<file path="src/rtl/control_sequencer.sv">
// rtl/control_sequencer.sv - microcoded control unit: T0..T4 step counter, halt latch, control word decode
// Optional JC/JZ opcodes and FI on ADD/SUB are built when CONDITIONAL_JUMP_EN is defined.
module control_sequencer (
  input  logic        clk,
  input  logic        reset,
  input  logic [3:0]  opcode,
  input  logic        carry_flag,
  input  logic        zero_flag,
  output logic [15:0] ctrl,
  output logic [2:0]  t_state,
  output logic        halted
);

  typedef enum logic [2:0] {T0, T1, T2, T3, T4} step_t;

  localparam logic [15:0] C_HLT = 16'h8000;
  localparam logic [15:0] C_MI  = 16'h4000;
  localparam logic [15:0] C_RI  = 16'h2000;
  localparam logic [15:0] C_RO  = 16'h1000;
  localparam logic [15:0] C_IO  = 16'h0800;
  localparam logic [15:0] C_II  = 16'h0400;
  localparam logic [15:0] C_AI  = 16'h0200;
  localparam logic [15:0] C_AO  = 16'h0100;
  localparam logic [15:0] C_EO  = 16'h0080;
  localparam logic [15:0] C_SU  = 16'h0040;
  localparam logic [15:0] C_BI  = 16'h0020;
  localparam logic [15:0] C_OI  = 16'h0010;
  localparam logic [15:0] C_CE  = 16'h0008;
  localparam logic [15:0] C_CO  = 16'h0004;
  localparam logic [15:0] C_J   = 16'h0002;
  localparam logic [15:0] C_FI  = 16'h0001;

  step_t step, step_nxt;
  logic  halt_nxt;
  logic  last;
  logic  hold;
  logic  [15:0] alu_flags;

`ifdef CONDITIONAL_JUMP_EN
  assign alu_flags = C_FI;
`else
  assign alu_flags = 16'h0000;
  logic unused_flags;
  assign unused_flags = carry_flag ^ zero_flag;
`endif

  always_ff @(posedge clk or posedge reset) begin
    if (reset) begin
      step   <= T0;
      halted <= 1'b0;
    end else begin
      step   <= step_nxt;
      halted <= halt_nxt;
    end
  end

  always_comb begin
    ctrl     = 16'h0000;
    last     = 1'b0;
    hold     = 1'b0;
    halt_nxt = halted;
    step_nxt = step;
    if (halted) begin
      ctrl = C_HLT;
      hold = 1'b1;
    end else begin
      case (step)
        T0: ctrl = C_CO | C_MI;
        T1: ctrl = C_RO | C_II | C_CE;
        default: begin
          // Execute steps; an opcode's final step (or any unreachable later one) ends it.
          case (opcode)
            4'b0001: if (step == T2) ctrl = C_IO | C_MI;
                     else begin ctrl = C_RO | C_AI; last = 1'b1; end
            4'b0010, 4'b0011: begin
              case (step)
                T2:      ctrl = C_IO | C_MI;
                T3:      ctrl = C_RO | C_BI;
                default: begin
                  ctrl = C_EO | C_AI | alu_flags | ((opcode == 4'b0011) ? C_SU : 16'h0000);
                  last = 1'b1;
                end
              endcase
            end
            4'b0100: if (step == T2) ctrl = C_IO | C_MI;
                     else begin ctrl = C_AO | C_RI; last = 1'b1; end
            4'b0101: begin ctrl = C_IO | C_AI; last = 1'b1; end
            4'b0110: begin ctrl = C_IO | C_J;  last = 1'b1; end
`ifdef CONDITIONAL_JUMP_EN
            4'b0111: begin ctrl = carry_flag ? (C_IO | C_J) : 16'h0000; last = 1'b1; end
            4'b1000: begin ctrl = zero_flag  ? (C_IO | C_J) : 16'h0000; last = 1'b1; end
`endif
            4'b1110: begin ctrl = C_AO | C_OI; last = 1'b1; end
            4'b1111: begin
              ctrl     = C_HLT;
              halt_nxt = 1'b1;
              hold     = 1'b1;
            end
            default: last = 1'b1;
          endcase
        end
      endcase
    end

    if (!hold) begin
      if (last || step == T4) step_nxt = T0;
      else                    step_nxt = step_t'(step + 3'd1);
    end
  end

  assign t_state = step;

endmodule
</file>
<file path="config.mk">
export PLATFORM = sky130hd
export DESIGN_NAME = control_sequencer
export DESIGN_NICKNAME = d
export VERILOG_FILES = /design/src/rtl/control_sequencer.sv
export SDC_FILE = /design/constraint.sdc
export NUM_CORES = 1
export LEC_CHECK = 0
export BUFFER_PORTS_ARGS = -buffer_cell sky130_fd_sc_hd__buf_2
export CAP_MARGIN = 30
export CORE_UTILIZATION = 30
export CTS_CLUSTER_DIAMETER = 150
export CTS_CLUSTER_SIZE = 28
export DETAILED_ROUTE_END_ITERATION = 10
export PLACE_DENSITY = 0.67
export REMOVE_ABC_BUFFERS = 1
export SLEW_MARGIN = 20
export SYNTH_ARGS = -nofsm -noshare
export SYNTH_HDL_FRONTEND = slang
export SYNTH_SLANG_ARGS = --single-unit
</file>
<file path="constraint.sdc">
create_clock -name clk -period 4.35 [get_ports clk]
set_input_delay 0.2175 -clock clk [delete_from_list [all_inputs] [get_ports clk]]
set_output_delay 0.2175 -clock clk [all_outputs]
set_load 0.005 [all_outputs]
</file>
Word-level counts from Yosys, hierarchy flattened
Index checks and enable logic that the tools add are counted.

Flip-flop bits (word level): 4. Input port bits: 8. Logic and storage cells: 37.

Add/sub/neg operators: 1. Eq/ne operators: 12. Multiplexer cells: 16. Reduce and logical (&&, ||, !) cells: 6.

Operators by type and width (number): $pmux 16 s7 (1); $pmux 16 s2 (1); $mux 15 (2); $pmux 15 s2 (1); $mux 16 (1); $eq 4x3->1 const B (3); $eq 4x2->1 const B (2); $eq 4x4->1 const B (2); $reduce_or 2->1 (4); $mux 1 (7); $mux 7 (1); $eq 3x2->1 const B (2); $eq 4x1->1 const B (1); $add 3x1->3 const B (1); $eq 3x1->1 const B (1); $eq 3x3->1 const B (1); $logic_not 3->1 (1); $mux 3 (1); $pmux 1 s3 (1); $logic_or 1x1->1 (1).

Logic depth before layout (Yosys ltp)
Depth after elaboration: 8. Mapped depth: 7. Mapped depth without buffers: 6.

Worst setup path after synthesis
OpenSTA, ideal clock, no wires.

Path kind: flip-flop to output port. Start point: register step[0], in the netlist t_state[0]. End point: output port ctrl[11]. Arrival time: 1499 ps. Required time: 4133 ps. Setup slack: 2633 ps. Cell stages (with the launch flop): 7. Path buffers: 0. Cells stage by stage: dfrtp_1 inv_1 ha_1 nor2_1 nor2_1 or3_4 nor4_1.

Word-level cells in the longest chain between the ends: 5.

Ends and longest elaborated chain: start, declared (RTL line 33) `step_t step, step_nxt;`; start signal, assigned (RTL line 52) `step <= step_nxt;`; $eq 3x2->1, on equally long branches (RTL line 76, 73, 85); $pmux 15 s2 (tied with other cells) (RTL line 76) `case (step)`; $pmux 16 s7 (RTL line 72) `case (opcode)`; $pmux 16 s2 (*) (RTL line 67) `case (step)`; $mux 16 (*) (RTL line 63) `if (halted) begin`; end, declared (RTL line 9) `output logic [15:0] ctrl,`.

Mark *: on every way between the ends. The rest lies on a longest branch, timed or not.

Final worst setup path
Ends and elaborated chain as after synthesis.

==> impl_metrics.toml <==
[sta]
layout_min_cycle_time_ns = 2.11
setup_tns_ns = 0
rsz0062_at_grt = "no"
final.period_utilization_pct = 48.4
fmax_mhz = 475
whs_ns = 0.406
finalHoldViolations = 0
slew_viol_final = 0
skew_ns = 0.000857
setup_viol = 0

[power_and_ir_drop]
p_per_area_nw_per_um2 = 476
intPower_w = 0.000178
combPwrFrac_pct = 61.5
ir_worst_vdd_mv = 0.264
p_leak_nw = 0.347
swShare_pct = 46.2
seqPwrFrac_pct = 25.1
switching_power_w = 0.000153
clock_power_share_pct = 13.4

[placed_design]
routabilityCongestion = 0.736
dp.cells = 115
io_buffers = 24
placed_area_um2 = 663
place_hpwl_um = 934

[routing]
drt_iter0_markers = 12
drc = 0
via_count = 564
drt-vias-per-instance = 4.74
dr.pass1.iters = 2
drt-total-wl_um = 1200
ant_nets = 0
avgRoutedWirePerCell_um = 10.1

[layout]
antenna_cells = 0
finalInstanceArea_um2 = 696
multi_input_area_um2 = 378
seqCellArea_um2 = 100
fin_nets = 109
area.growth.synth_to_final_pct = 22.7
stdcell_count = 119
final_layout_size_suffix_gt1_share_pct = 40.4
nFillCells = 192

[logic_synthesis]
ys_warn_count = 0
synth_area_um2 = 567
avgSynthCellArea_um2 = 7.76
netlist_top_cells_area = "dfrtp_1, ha_1, nor2_1"
ys_ff_latch = 4
ys_dominant_reg_cell = "dfrtp_1"
synth-edff-count = 0
yosysTopAreaCellShare_pct = 17.7
synthCells = 73
synth_area_leader_cell = "dfrtp_1"
async_reset_ff_share_pct = 100
synth_cell_types = 37
yosysSeqAreaShare_pct = 17.7

[clock_tree]
post-cts-setup-buffer-count = 0
numCtsBuffers = 3
cts.clk_slew.worst_paths_ns = 0.04
clkSinkCount = 4
root_buffer = "clkbuf_4"
tritoncts = "built"
clock_latency_ns = 0.23
cts_hold_buf = 1
h-tree-depth = 1
cts_resized = 0
clk_path_buf_depth = 2

[die]
die_h_um = 45.5
start_util_pct = 32.5
die_area_um2 = 2070
num_rows = 15
core_um2 = 1750
die-width_um = 45.5
ios = 28

[critical_path]
critPathKind = "reg2out"
cp.required_ns = 4.13
critPathMaxFanout = 4
endpoint_kind = "output pin"
cp-start-kind = "register"
critPathArrivalTime_ns = 1.89

[run]
drv_cap = 0

[global_route]
track_usage_pct = 12.6
grt_pass1_wl_um = 1900
grt_pass1_vias = 465
grt_overflow = 0
grt_max_degree = 13
antenna_found_initial = 0

[run_status]
status = "finished clean"

[worst_hold_path]
hold_path_class = "in2async"
==> Yosys cell counts, types with 2 or more instances <==
cell type  number
nor3_1          4
inv_1           8
buf_6           2
nor4_1          3
o21bai_1        3
buf_4           3
dfrtp_1         4
nor2_1          9
clkbuf_2        2
nand4_1         3
nand2_1         2
ha_1            5
==> power by group through the flow <==
stage / logic, W / registers, W / clock network, W
5_1_grt: 0.000231 / 0.0000867 / 0.0000491
4_1_cts: 0.000206 / 0.0000828 / 0.0000475
3_3_place_gp: 0.000201 / 0.0000827 / 0
6_report: 0.000204 / 0.0000830 / 0.0000445
3_5_place_dp: 0.000204 / 0.0000830 / 0
2_1_floorplan: 0.000137 / 0.0000796 / 0
==> sequential cells by signal, summed over array words and instances (netlist names) <==
register / cells
t_state: 3
halted: 1
==> worst max-delay path: stages (launching register included) <==
cell,delay (ns)
dfrtp_1,0.38
inv_1,0.10
ha_1,0.24
nor2_1,0.10
nor2_1,0.07
or3_4,0.35
nor4_1,0.26
buf_2,0.15
==> final cells by class <==
type | instances | area share [%]
inverters | 9 | 4.86
well taps | 25 | 4.50
multi-input cells | 53 | 54.3
repair buffers | 25 | 18.7
clock buffers | 3 | 3.24
flip-flops and latches | 4 | 14.4
==> cell families after synthesis <==
group	share of synthesized area, %
adders and majority gates	11.0
AOI/OAI and AO/OA	18.8
and+or+nand+nor	32.7
xor gates and xnor gates	1.55
other	0.662
DFF	17.7
buffers and inverters	15.7
muxes	1.99
==> layer usage <==
metal | global-route usage [%] | vias to the layer above | part of all wire (%)
li1 | - | 295 | -
met1 | 15.7 | 247 | 50
met2 | 21.7 | 22 | 44
met3 | 1.19 | 0 | 6.0
met4 | 5.45 | 0 | 0
met5 | 0 | - | 0
==> path summary, 6_finish.rpt <==
path / from / to / slack, ns / cells past startpoint
max: t_state[0] / ctrl[11] / 2.24 / 7
min reg2reg: t_state[1] / t_state[1] / 0.60 / 1
max reg2reg: t_state[0] / t_state[0] / 2.59 / 6
min in group clk: opcode[2] / halted / 0.41 / 3
max in group asynchronous: reset / t_state[2] / 3.80 / 3
min: reset / t_state[0] / 0.41 / 3
==> through the flow <==
stage	setup WS, ns	total power [W]	utilization (%)
after floorplan	2.63	0.000217	-
after global placement	2.49	0.000284	38.0
after detailed placement	2.50	0.000287	38.0
after CTS	2.23	0.000336	39.9
after global routing	2.12	0.000366	39.9
final	2.24	0.000331	39.9
==> placed cells by master, fill, tap and decap left out, types with 2 or more instances in the layout <==
cell / synthesis / layout
o21bai_1: 3 / 3
nor2_1: 9 / 9
ha_1: 5 / 5
nor3_1: 4 / 4
nand2_1: 2 / 2
buf_2: 0 / 24
dfrtp_1: 4 / 4
inv_1: 8 / 8
clkbuf_4: 0 / 3
nand4_1: 3 / 3
nor4_1: 3 / 3
(Power assumes the default switching activity.)
